File: src/rtl/usb_packet_transmitter_pkg.sv
// usb_packet_transmitter_pkg: shared USB constants, FSM/line types and CRC16 helpers
package usb_packet_transmitter_pkg;
   localparam logic [3:0]  PID_ACK        = 4'b0010;
   localparam logic [3:0]  PID_NAK        = 4'b1010;
   localparam logic [3:0]  PID_STALL      = 4'b1110;
   localparam logic [3:0]  PID_DATA0      = 4'b0011;
   localparam logic [3:0]  PID_DATA1      = 4'b1011;
   localparam logic [15:0] CRC16_POLY     = 16'h8005;
   localparam logic [15:0] CRC16_INIT     = 16'hFFFF;
   localparam logic [15:0] CRC16_RESIDUAL = 16'h800D;
   localparam logic [7:0]  SYNC_PATTERN   = 8'h80;
   typedef enum logic [2:0] {S_IDLE, S_SYNC, S_PID, S_DATA, S_CRC, S_EOP, S_JBIT} tx_state_e;
   typedef enum logic [1:0] {SYM_IDLE, SYM_BIT, SYM_SE0, SYM_J} line_sym_e;
   function automatic logic [15:0] crc16_step(input logic [15:0] crc, input logic b);
      return {crc[14:0], 1'b0} ^ ((crc[15] ^ b) ? CRC16_POLY : 16'h0000);
   endfunction
   function automatic logic [3:0] last_bit(input tx_state_e s);
      return s == S_CRC ? 4'd15 : s == S_EOP ? 4'd1 : s == S_JBIT ? 4'd0 : 4'd7;
   endfunction
endpackage

File: src/rtl/usb_packet_transmitter_nrzi_stuffer.sv
// usb_nrzi_stuffer: NRZI line encoder with bit stuffing and SE0/J/idle drive
module usb_nrzi_stuffer
   import usb_packet_transmitter_pkg::*;
(
   input  logic      clock48,
   input  logic      reset,
   input  logic      load_i,
   input  line_sym_e sym_i,
   input  logic      bit_i,
   output logic      stall_o,
   output logic      oe_o,
   output logic      dp_o,
   output logic      dn_o
);
   logic [2:0] ones_q, ones_d;
   logic       level_q, level_d, se0_q, se0_d, oe_q, oe_d;
   assign stall_o = ones_q == 3'd6;
   assign oe_o    = oe_q;
   assign dp_o    = ~se0_q & level_q;
   assign dn_o    = ~se0_q & ~level_q;
   // at each bit strobe pick the next line state; a due stuff bit pre-empts the requested symbol
   always_comb begin
      ones_d  = ones_q;
      level_d = level_q;
      se0_d   = se0_q;
      oe_d    = oe_q;
      if (load_i && stall_o) begin
         oe_d    = 1'b1;
         se0_d   = 1'b0;
         level_d = ~level_q;
         ones_d  = 3'd0;
      end else if (load_i) begin
         oe_d    = sym_i != SYM_IDLE;
         se0_d   = sym_i == SYM_SE0;
         level_d = sym_i == SYM_BIT ? level_q ^ ~bit_i : 1'b1;
         ones_d  = (sym_i == SYM_BIT && bit_i) ? ones_q + 3'd1 : 3'd0;
      end
   end
   // line registers; reset parks the pads undriven at J
   always_ff @(posedge clock48 or posedge reset) begin
      if (reset) begin
         ones_q  <= 3'd0;
         level_q <= 1'b1;
         se0_q   <= 1'b0;
         oe_q    <= 1'b0;
      end else begin
         ones_q  <= ones_d;
         level_q <= level_d;
         se0_q   <= se0_d;
         oe_q    <= oe_d;
      end
   end
endmodule

File: src/rtl/usb_packet_transmitter.sv
// usb_packet_transmitter: device-side full-speed USB handshake/DATA packet serializer
module usb_packet_transmitter
   import usb_packet_transmitter_pkg::*;
#(
   parameter int BIT_CLOCKS = 4,
   parameter int MAX_LENGTH = 1023
) (
   input  logic        clock48,
   input  logic        reset,
   input  logic        tx_start,
   input  logic [3:0]  tx_pid,
   input  logic [10:0] tx_length,
   input  logic [7:0]  tx_byte,
   input  logic        tx_byte_valid,
   output logic        tx_byte_ready,
   output logic        tx_busy,
   output logic        tx_done,
   output logic        tx_underrun,
   output logic        usb_oe,
   output logic        usb_dp_out,
   output logic        usb_dn_out
);
   localparam int CW = BIT_CLOCKS > 1 ? $clog2(BIT_CLOCKS) : 1;
   tx_state_e   state_q, state_d, byte_next;
   logic [CW-1:0] cnt_q, cnt_d;
   logic [3:0]  bit_q, bit_d;
   logic [7:0]  sh_q, sh_d, nxt_q, nxt_d;
   logic [10:0] left_q, left_d, len_clamp;
   logic [15:0] crc_q, crc_d;
   logic        data_q, data_d, have_q, have_d, ur_q, ur_d, done_q, done_d, und_q, und_d;
   logic        accept, strobe, stall, advance, last, load, bit_val;
   line_sym_e   sym;
   assign len_clamp     = tx_length > 11'(MAX_LENGTH) ? 11'(MAX_LENGTH) : tx_length;
   assign accept        = tx_start && state_q == S_IDLE && !done_q;
   assign strobe        = state_q != S_IDLE && cnt_q == CW'(BIT_CLOCKS - 1);
   assign advance       = strobe && !stall;
   assign last          = bit_q == last_bit(state_q);
   assign load          = accept || strobe;
   assign byte_next     = have_q ? S_DATA : (ur_q || !data_q) ? S_EOP : S_CRC;
   assign tx_byte_ready = advance && (state_q == S_PID || state_q == S_DATA) && bit_q == 4'd6 && left_q != 11'd0;
   assign tx_busy       = state_q != S_IDLE;
   assign tx_done       = done_q;
   assign tx_underrun   = und_q;
   assign sym           = state_d == S_EOP ? SYM_SE0 : state_d == S_JBIT ? SYM_J : state_d == S_IDLE ? SYM_IDLE : SYM_BIT;
   // packet sequencing, byte fetch and CRC; the next line bit is derived from the next state
   always_comb begin
      state_d = state_q;
      cnt_d   = cnt_q;
      bit_d   = bit_q;
      sh_d    = sh_q;
      nxt_d   = nxt_q;
      left_d  = left_q;
      crc_d   = crc_q;
      data_d  = data_q;
      have_d  = have_q;
      ur_d    = ur_q;
      done_d  = advance && state_q == S_JBIT;
      und_d   = advance && state_q == S_JBIT && ur_q;
      if (accept) begin
         state_d = S_SYNC;
         cnt_d   = '0;
         bit_d   = 4'd0;
         sh_d    = {~tx_pid, tx_pid};
         data_d  = tx_pid[1:0] == 2'b11;
         left_d  = tx_pid[1:0] == 2'b11 ? len_clamp : 11'd0;
         crc_d   = CRC16_INIT;
         have_d  = 1'b0;
         ur_d    = 1'b0;
      end else if (state_q != S_IDLE) begin
         cnt_d = strobe ? '0 : cnt_q + CW'(1);
         if (tx_byte_ready && tx_byte_valid) begin
            nxt_d  = tx_byte;
            have_d = 1'b1;
            left_d = left_q - 11'd1;
         end else if (tx_byte_ready) begin
            ur_d = 1'b1;
         end
         if (advance) begin
            bit_d = last ? 4'd0 : bit_q + 4'd1;
         end
         if (advance && last) begin
            state_d = state_q == S_SYNC ? S_PID :
                      (state_q == S_PID || state_q == S_DATA) ? byte_next :
                      state_q == S_CRC ? S_EOP :
                      state_q == S_EOP ? S_JBIT : S_IDLE;
         end
         if (advance && last && have_q) begin
            sh_d   = nxt_q;
            have_d = 1'b0;
         end
      end
      bit_val = state_d == S_SYNC ? SYNC_PATTERN[bit_d[2:0]] :
                state_d == S_CRC  ? ~crc_q[4'd15 - bit_d] : sh_d[bit_d[2:0]];
      if (advance && state_d == S_DATA) begin
         crc_d = crc16_step(crc_q, bit_val);
      end
   end
   // transmitter state; async reset aborts any packet in flight
   always_ff @(posedge clock48 or posedge reset) begin
      if (reset) begin
         state_q <= S_IDLE;
         cnt_q   <= '0;
         bit_q   <= 4'd0;
         sh_q    <= 8'd0;
         nxt_q   <= 8'd0;
         left_q  <= 11'd0;
         crc_q   <= CRC16_INIT;
         data_q  <= 1'b0;
         have_q  <= 1'b0;
         ur_q    <= 1'b0;
         done_q  <= 1'b0;
         und_q   <= 1'b0;
      end else begin
         state_q <= state_d;
         cnt_q   <= cnt_d;
         bit_q   <= bit_d;
         sh_q    <= sh_d;
         nxt_q   <= nxt_d;
         left_q  <= left_d;
         crc_q   <= crc_d;
         data_q  <= data_d;
         have_q  <= have_d;
         ur_q    <= ur_d;
         done_q  <= done_d;
         und_q   <= und_d;
      end
   end
   usb_nrzi_stuffer u_line (
      .clock48 (clock48),
      .reset   (reset),
      .load_i  (load),
      .sym_i   (sym),
      .bit_i   (bit_val),
      .stall_o (stall),
      .oe_o    (usb_oe),
      .dp_o    (usb_dp_out),
      .dn_o    (usb_dn_out)
   );
endmodule

File: config.mk
export PLATFORM = sky130hd
export DESIGN_NAME = usb_packet_transmitter
export DESIGN_NICKNAME = d
export VERILOG_FILES = /design/src/rtl/usb_packet_transmitter_pkg.sv /design/src/rtl/usb_packet_transmitter_nrzi_stuffer.sv /design/src/rtl/usb_packet_transmitter.sv
export SDC_FILE = /design/constraint.sdc
export NUM_CORES = 1
export LEC_CHECK = 0
export ABC_CLOCK_PERIOD_IN_PS = 8250
export BUFFER_PORTS_ARGS = -buffer_cell sky130_fd_sc_hd__clkbuf_2
export CAP_MARGIN = 10
export CORE_MARGIN = 3
export CORE_UTILIZATION = 60
export DETAILED_ROUTE_END_ITERATION = 6
export PLACE_DENSITY = 0.88
export SLEW_MARGIN = 40
export SYNTH_ARGS = -nofsm -noshare
export SYNTH_HDL_FRONTEND = slang
export SYNTH_SLANG_ARGS = --single-unit
File: constraint.sdc
create_clock -name clock48 -period 8.25 [get_ports clock48]
set_input_delay 0.825 -clock clock48 [delete_from_list [all_inputs] [get_ports clock48]]
set_output_delay 0.825 -clock clock48 [all_outputs]
set_load 0.03 [all_outputs]
---- Word level (Yosys, flattened, before mapping) ----
Memory sizes are Yosys's and may differ from the RTL's.
Index checks and enable logic that the tools add are counted.
storage, ports and cells
  bits of input ports ..................... 27
  memory bits (writable) .................. 0
  ROM bits ................................ 8
  register bits after elaboration ......... 63
  latch bits .............................. 0
  memories kept ........................... 1
memories
  memory           words  width  read ports  clocked after memory_dff  wr ports  RTL line                      source
  (no name shown)  8      1      1           0                         0         usb_packet_transmitter.sv:92  bit_val = state_d == S_SYNC ? SYNC_PATTERN[bit_d[2:0]] :
cells by class
  eq/ne operators ......................... 19
  $lt $le $gt $ge ......................... 3
  bitwise operators ....................... 11
  mux-type cells .......................... 58
  $mul .................................... 0
  reductions and logical operators ........ 36
  shifts and indexed selects .............. 0
  add/sub/neg operators ................... 5
  div/mod/pow operators ................... 0
operators by type and width
  cell                     number
  $mux W11                 5
  $mux W16                 3
  $mux W3                  13
  $mux W8                  3
  $mux W1                  22
  $eq A3 B3 Y1 const B     7
  $mux W4                  5
  $xor A16 B16 Y16         1
  $logic_and A1 B1 Y1      15
  $reduce_bool A2 Y1       6
  $gt A11 B10 Y1 const B   1
  $reduce_bool A11 Y1      1
  $sub A11 B1 Y11 const B  1
  $mux W2                  5
  $eq A3 B2 Y1 const B     3
  $eq A2 B2 Y1 const B     3
  $eq A3 B1 Y1 const B     2
  $logic_not A3 Y1         2
  $reduce_and A3 Y1        2
  $reduce_bool A3 Y1       2
  $lt A4 B5 Y1 const B     1
  $not A1 Y1               5
  $add A4 B1 Y4 const B    1
  $bmux W1 S4              1
  other kinds (15)         22

---- Depth between registers and ports, before layout ----
  depth in word-level cells ............... 20
  mapped depth ............................ 15
  gate-level depth less buffers ........... 14

---- Modules after synthesis ----
A second synthesis with hierarchy kept.
second synthesis, totals
  cell total of the unflattened synthesis .. 394
  area, all modules ....................... 3638.5 µm²
by module, submodules not included
  module                  area an instance (µm²)  instances  cells each
  usb_packet_transmitter  3270.6                  1          358
  usb_nrzi_stuffer        367.9                   1          36

---- Worst setup path before layout ----
Ideal clock, no wire load.
  kind .................................... flip-flop to flip-flop
  start ................................... reg state_q[0]
  end ..................................... reg u_line.ones_q[2]
  required time ........................... 8.125 ns
  arrival ................................. 2.881 ns
  cell stages (with the launch flop) ...... 13
  path slack .............................. 5.244 ns
  buffers on the path ..................... 1
  library setup time ...................... 0.125 ns
  cell sequence ........................... dfrtp_1 > buf_6 > nand2b_4 > or4b_4 > o21a_4 > nor2_8 > mux2_4 > a2111oi_2 > o31ai_1 > a211o_1 > nand2_2 > o41ai_2 > mux2_4
on the way
  longest elaborated chain between the ends .. 19
ends and longest elaborated chain
  item                           RTL line                                   source
  start: declaration             usb_packet_transmitter.sv:24               tx_state_e state_q, state_d, byte_next;
  start signal: assignment       usb_packet_transmitter.sv:114              state_q <= state_d;
  $eq A3 B3 Y1                   usb_packet_transmitter_pkg.sv:18           return s == S_CRC ? 4'd15 : s == S_EOP ? 4'd1 : s == S_JBIT ? 4'd0 : 4'd7;
  $mux W3 (2 in series)          usb_packet_transmitter_pkg.sv:18
  $mux W4                        usb_packet_transmitter_pkg.sv:18
  $eq A4 B4 Y1                   usb_packet_transmitter.sv:37               assign last = bit_q == last_bit(state_q);
  $mux W4                        usb_packet_transmitter.sv:79               bit_d = last ? 4'd0 : bit_q + 4'd1;
  $mux W4                        usb_packet_transmitter.sv:78               if (advance) begin
  $mux W4                        usb_packet_transmitter.sv:69               end else if (state_q != S_IDLE) begin
  $mux W4                        usb_packet_transmitter.sv:59               if (accept) begin
  [2 not listed]                 --
  $mux W1 (implied by the code)  usb_packet_transmitter.sv:93               state_d == S_CRC ? ~crc_q[4'd15 - bit_d] : sh_d[bit_d[2:0]];
  $not A1 Y1                     usb_packet_transmitter.sv:93
  $mux W1                        usb_packet_transmitter.sv:93
  $mux W1                        usb_packet_transmitter.sv:92
  $logic_and A1 B1 Y1            usb_packet_transmitter_nrzi_stuffer.sv:36  ones_d = (sym_i == SYM_BIT && bit_i) ? ones_q + 3'd1 : 3'd0;
  $mux W3                        usb_packet_transmitter_nrzi_stuffer.sv:36
  $mux W3                        usb_packet_transmitter_nrzi_stuffer.sv:32  end else if (load_i) begin
  $mux W3                        usb_packet_transmitter_nrzi_stuffer.sv:27  if (load_i && stall_o) begin
  end signal: assignment         usb_packet_transmitter_nrzi_stuffer.sv:47  ones_q <= ones_d;
  end: declaration               usb_packet_transmitter_nrzi_stuffer.sv:15  logic [2:0] ones_q, ones_d;
Parallel ways exist; a longest one is shown, timed or not. The select of a mux whose other input is x is not followed.
A chain may end at the register's enable or synchronous reset.

---- Worst setup path after layout ----
  start ................................... reg bit_q[0]
  end ..................................... reg u_line.ones_q[2]
on the way
  longest elaborated chain between the ends .. 15
ends and longest elaborated chain
  item                                                  RTL line                                                    source
  start: declaration                                    usb_packet_transmitter.sv:26                                logic [3:0] bit_q, bit_d;
  start signal: assignment                              usb_packet_transmitter.sv:116                               bit_q <= bit_d;
  $add A4 B1 Y4 / $eq A4 B4 Y1 (equally long branches)  usb_packet_transmitter.sv:79, usb_packet_transmitter.sv:37
  $mux W4                                               usb_packet_transmitter.sv:79
  $mux W4                                               usb_packet_transmitter.sv:78
  $mux W4                                               usb_packet_transmitter.sv:69
  $mux W4                                               usb_packet_transmitter.sv:59
  $sub A4 B4 Y4                                         usb_packet_transmitter.sv:93
  $bmux W1 S4                                           usb_packet_transmitter.sv:93
  $mux W1 (implied by the code)                         usb_packet_transmitter.sv:93
  $not A1 Y1                                            usb_packet_transmitter.sv:93
  $mux W1                                               usb_packet_transmitter.sv:93
  $mux W1                                               usb_packet_transmitter.sv:92
  $logic_and A1 B1 Y1 (*)                               usb_packet_transmitter_nrzi_stuffer.sv:36
  $mux W3 (*)                                           usb_packet_transmitter_nrzi_stuffer.sv:36
  $mux W3 (*)                                           usb_packet_transmitter_nrzi_stuffer.sv:32
  $mux W3 (*)                                           usb_packet_transmitter_nrzi_stuffer.sv:27
Every way passes the cells marked *; elsewhere a longest branch is shown, timed or not. The select of a mux whose other input is x is not followed.

==> flow_summary.yaml <==
clocking:
  cts_root_buffer: "clkbuf_8"
  cts.reportedPaths.clkPinSlew_ps: 70
  cts_tree: "done"
  cts_hold_buf: 0
  htreeDepth: 3
  post_cts_buffers: 0
  clockBufferDepth: 2
  clk_latency_ps: 360
  ctsResizeCount: 0
  numCtsBuffers: 9
  clock_sinks: 63
global_routing:
  grt_max_degree: 64
  grt_usage_pct: 26.4
  grt_pass1_wl_um: 16000
  antenna_found_initial: 0
  grt_pass1_vias: 3376
  grt_overflow: 0
routing:
  num_vias: 3553
  drt-pass1-iter-count: 5
  route.detailed.drc: 0
  drt_iter0_markers: 370
  antenna_left: 0
  wl_per_cell_um: 16.7
  wl_um: 9430
  viasPerCell: 6.30
synthesis:
  ys_ff_latch: 63
  synth_edf_count: 0
  yosysWarnings: 0
  netlist_instances: 458
  seq_area_frac_synth_pct: 39.5
  synth.distinct_cells: 79
  avgSynthCellArea_um2: 8.84
  synth_area_mm2: 0.00405
  syn-num-nets: 491
  ys_async_sr_fraction_pct: 100
  synthFlopType: "dfrtp_1"
sta:
  clock.fmax_mhz: 257
  setup-tns-final_ps: 0
  finalCritPeriodShare_pct: 47.1
  relSlewSlack_pct: 47.7
  final-setup-viol-count: 0
  min_period_ps: 3880
  finalHoldViolCount: 0
  tightest_slew_ps: 784
  finClkSkew_ps: 13.5
  rsz0062_at_grt: "no"
  maxSlewViolCount: 0
placement:
  dp_hpwl_um: 6620
  post_dp_cell_area_mm2: 0.00422
  gp_congestion: 0.954
  portBuffers: 33
setup_path:
  path_max_fanout: 24
  r2r-start: "bit_q[0]$_DFF_PP0_"
  arrival_ps: 4120
  cp-startpoint: "bit_q[0]$_DFF_PP0_"
  cp-start-kind: "flop"
  critical_path.endpoint_type: "flop"
  worst-setup-path-type: "flop to flop"
  crit_required_ps: 8490
cells_and_area:
  final_core_util_pct: 67.9
  fin_area_mm2: 0.00438
  drive_gt1_share_pct: 22.6
  final_cell_mix: "nand2_1, nor2_1, dfrtp_1, a21oi_1, clkbuf_2"
  syn_to_final_growth_pct: 8.25
  diodes: 0
  mostFrequentLayoutCell: "nand2_1"
  nets: 516
floorplanning:
  row_count: 29
  dieArea_mm2: 0.00777
  core_area_mm2: 0.00646
  die_width_um: 88.2
  ios: 34
  die_y_um: 88.2
  initial_core_util_pct: 62.7
job:
  max_cap_viol_count: 0
outcome:
  status: "finished clean"
worst_hold_path:
  min-delay-start: "nxt_q[1]$_DFFE_PP0P_"
  hold_path.class: "flop to flop"
power:
  power.density_mw_per_mm2: 377
  ir_worst_vdd_uv: 209
  leakagePower_uw: 0.00193
==> metrics by stage <==
| step | std cells | setup WS, ps | hold slack [ps] | power, µW |
|---|---|---|---|---|
| 6_report | 564 | 4370 | 486 | 1650 |
| 5_1_grt | 564 | 4040 | 521 | 1780 |
| 4_1_cts | 564 | 4420 | 491 | 1640 |
| 3_5_place_dp | 549 | 4460 | 473 | 1410 |
| 3_3_place_gp | 547 | 4290 | 463 | 1360 |
| 2_1_floorplan | 458 | 5240 | 442 | 1250 |
==> synth_stat cells, types with 5 or more instances <==
cell       number  area, µm²
o21ai_0        16       80.1
nand4_1         8       50.1
a21oi_1        40        200
clkbuf_1       11       41.3
nand3_1         6       30.0
inv_1          16       60.1
ha_1            6       75.1
dfstp_2        17        447
o2bb2ai_1       5       43.8
o31ai_1         6       45.0
nand2_1        69        259
o211ai_1       14        105
or3_1           7       43.8
dfrtp_1        46       1150
a31oi_1         7       43.8
nor2_1         59        221
xnor2_1         5       43.8
buf_6           5       56.3
mux2i_1         7       70.1
nor4_1          6       37.5
==> layer usage <==
metal  routed length [µm]  GRT usage (%)
met1                 4070           35.7
met2                 4390           41.3
met3                  693           5.36
met4                  276           11.4
met5                    0              0
==> state kept, by name, summed over array words and instances (netlist names) <==
name / flops
bit_q: 4
cnt_q: 2
crc_q: 16
data_q: 1
have_q: 1
left_q: 11
nxt_q: 8
sh_q: 8
state_q: 3
tx_done: 1
tx_underrun: 1
u_line.level_q: 1
u_line.oe_o: 1
u_line.ones_q: 3
u_line.se0_q: 1
ur_q: 1
==> worst paths after layout <==
path | depth (start not counted) | slack [ps] | to
max | 10 | 4370 | u_line.ones_q[2]$_DFFE_PP0P_
min | 2 | 490 | nxt_q[1]$_DFFE_PP0P_
max reg2reg | 10 | 4370 | u_line.ones_q[2]$_DFFE_PP0P_
min reg2reg | 2 | 490 | nxt_q[1]$_DFFE_PP0P_
max in group asynchronous | 3 | 7250 | sh_q[4]$_DFF_PP0_
min in group asynchronous | 3 | 560 | have_q$_DFFE_PP0P_
==> worst max-delay path: stages, from the launching register on <==
cell	delay, ps
dfrtp_1	850
inv_1	420
ha_1	430
nor2_2	350
a21boi_2	330
mux2i_1	180
o221a_2	290
a211o_1	380
nand2_2	170
o41ai_2	90
mux2_4	260
==> logic make-up (layout without fill, tap and decap cells) <==
kind of cell,count (synthesis),count (layout),synth area share (%)
and+or+nand+nor,191,191,23.7
AOI/OAI and AO/OA,136,136,24.2
DFF,63,63,39.5
buffers and inverters,41,70,5.10
muxes,13,13,3.58
xor gates and xnor gates,8,8,2.10
adders and majority gates,6,6,1.85
==> power by group <==
part | leakage (µW) | total (µW) | switching, µW | internal, µW
Combinational | 0.00109 | 836 | 503 | 333
Clock | 0.0000809 | 228 | 122 | 106
Sequential | 0.000756 | 587 | 142 | 445
==> layout make-up <==
cell class              count  area, µm²
fillers                   508       2070
multi-input cells         354       2250
repair buffers             38        206
well taps                  77       96.3
flip-flops and latches     63       1600
inverters                  17       66.3
clock inverters             6       38.8
clock buffers               9        124
No activity file was read; power rests on OpenSTA's default activity.
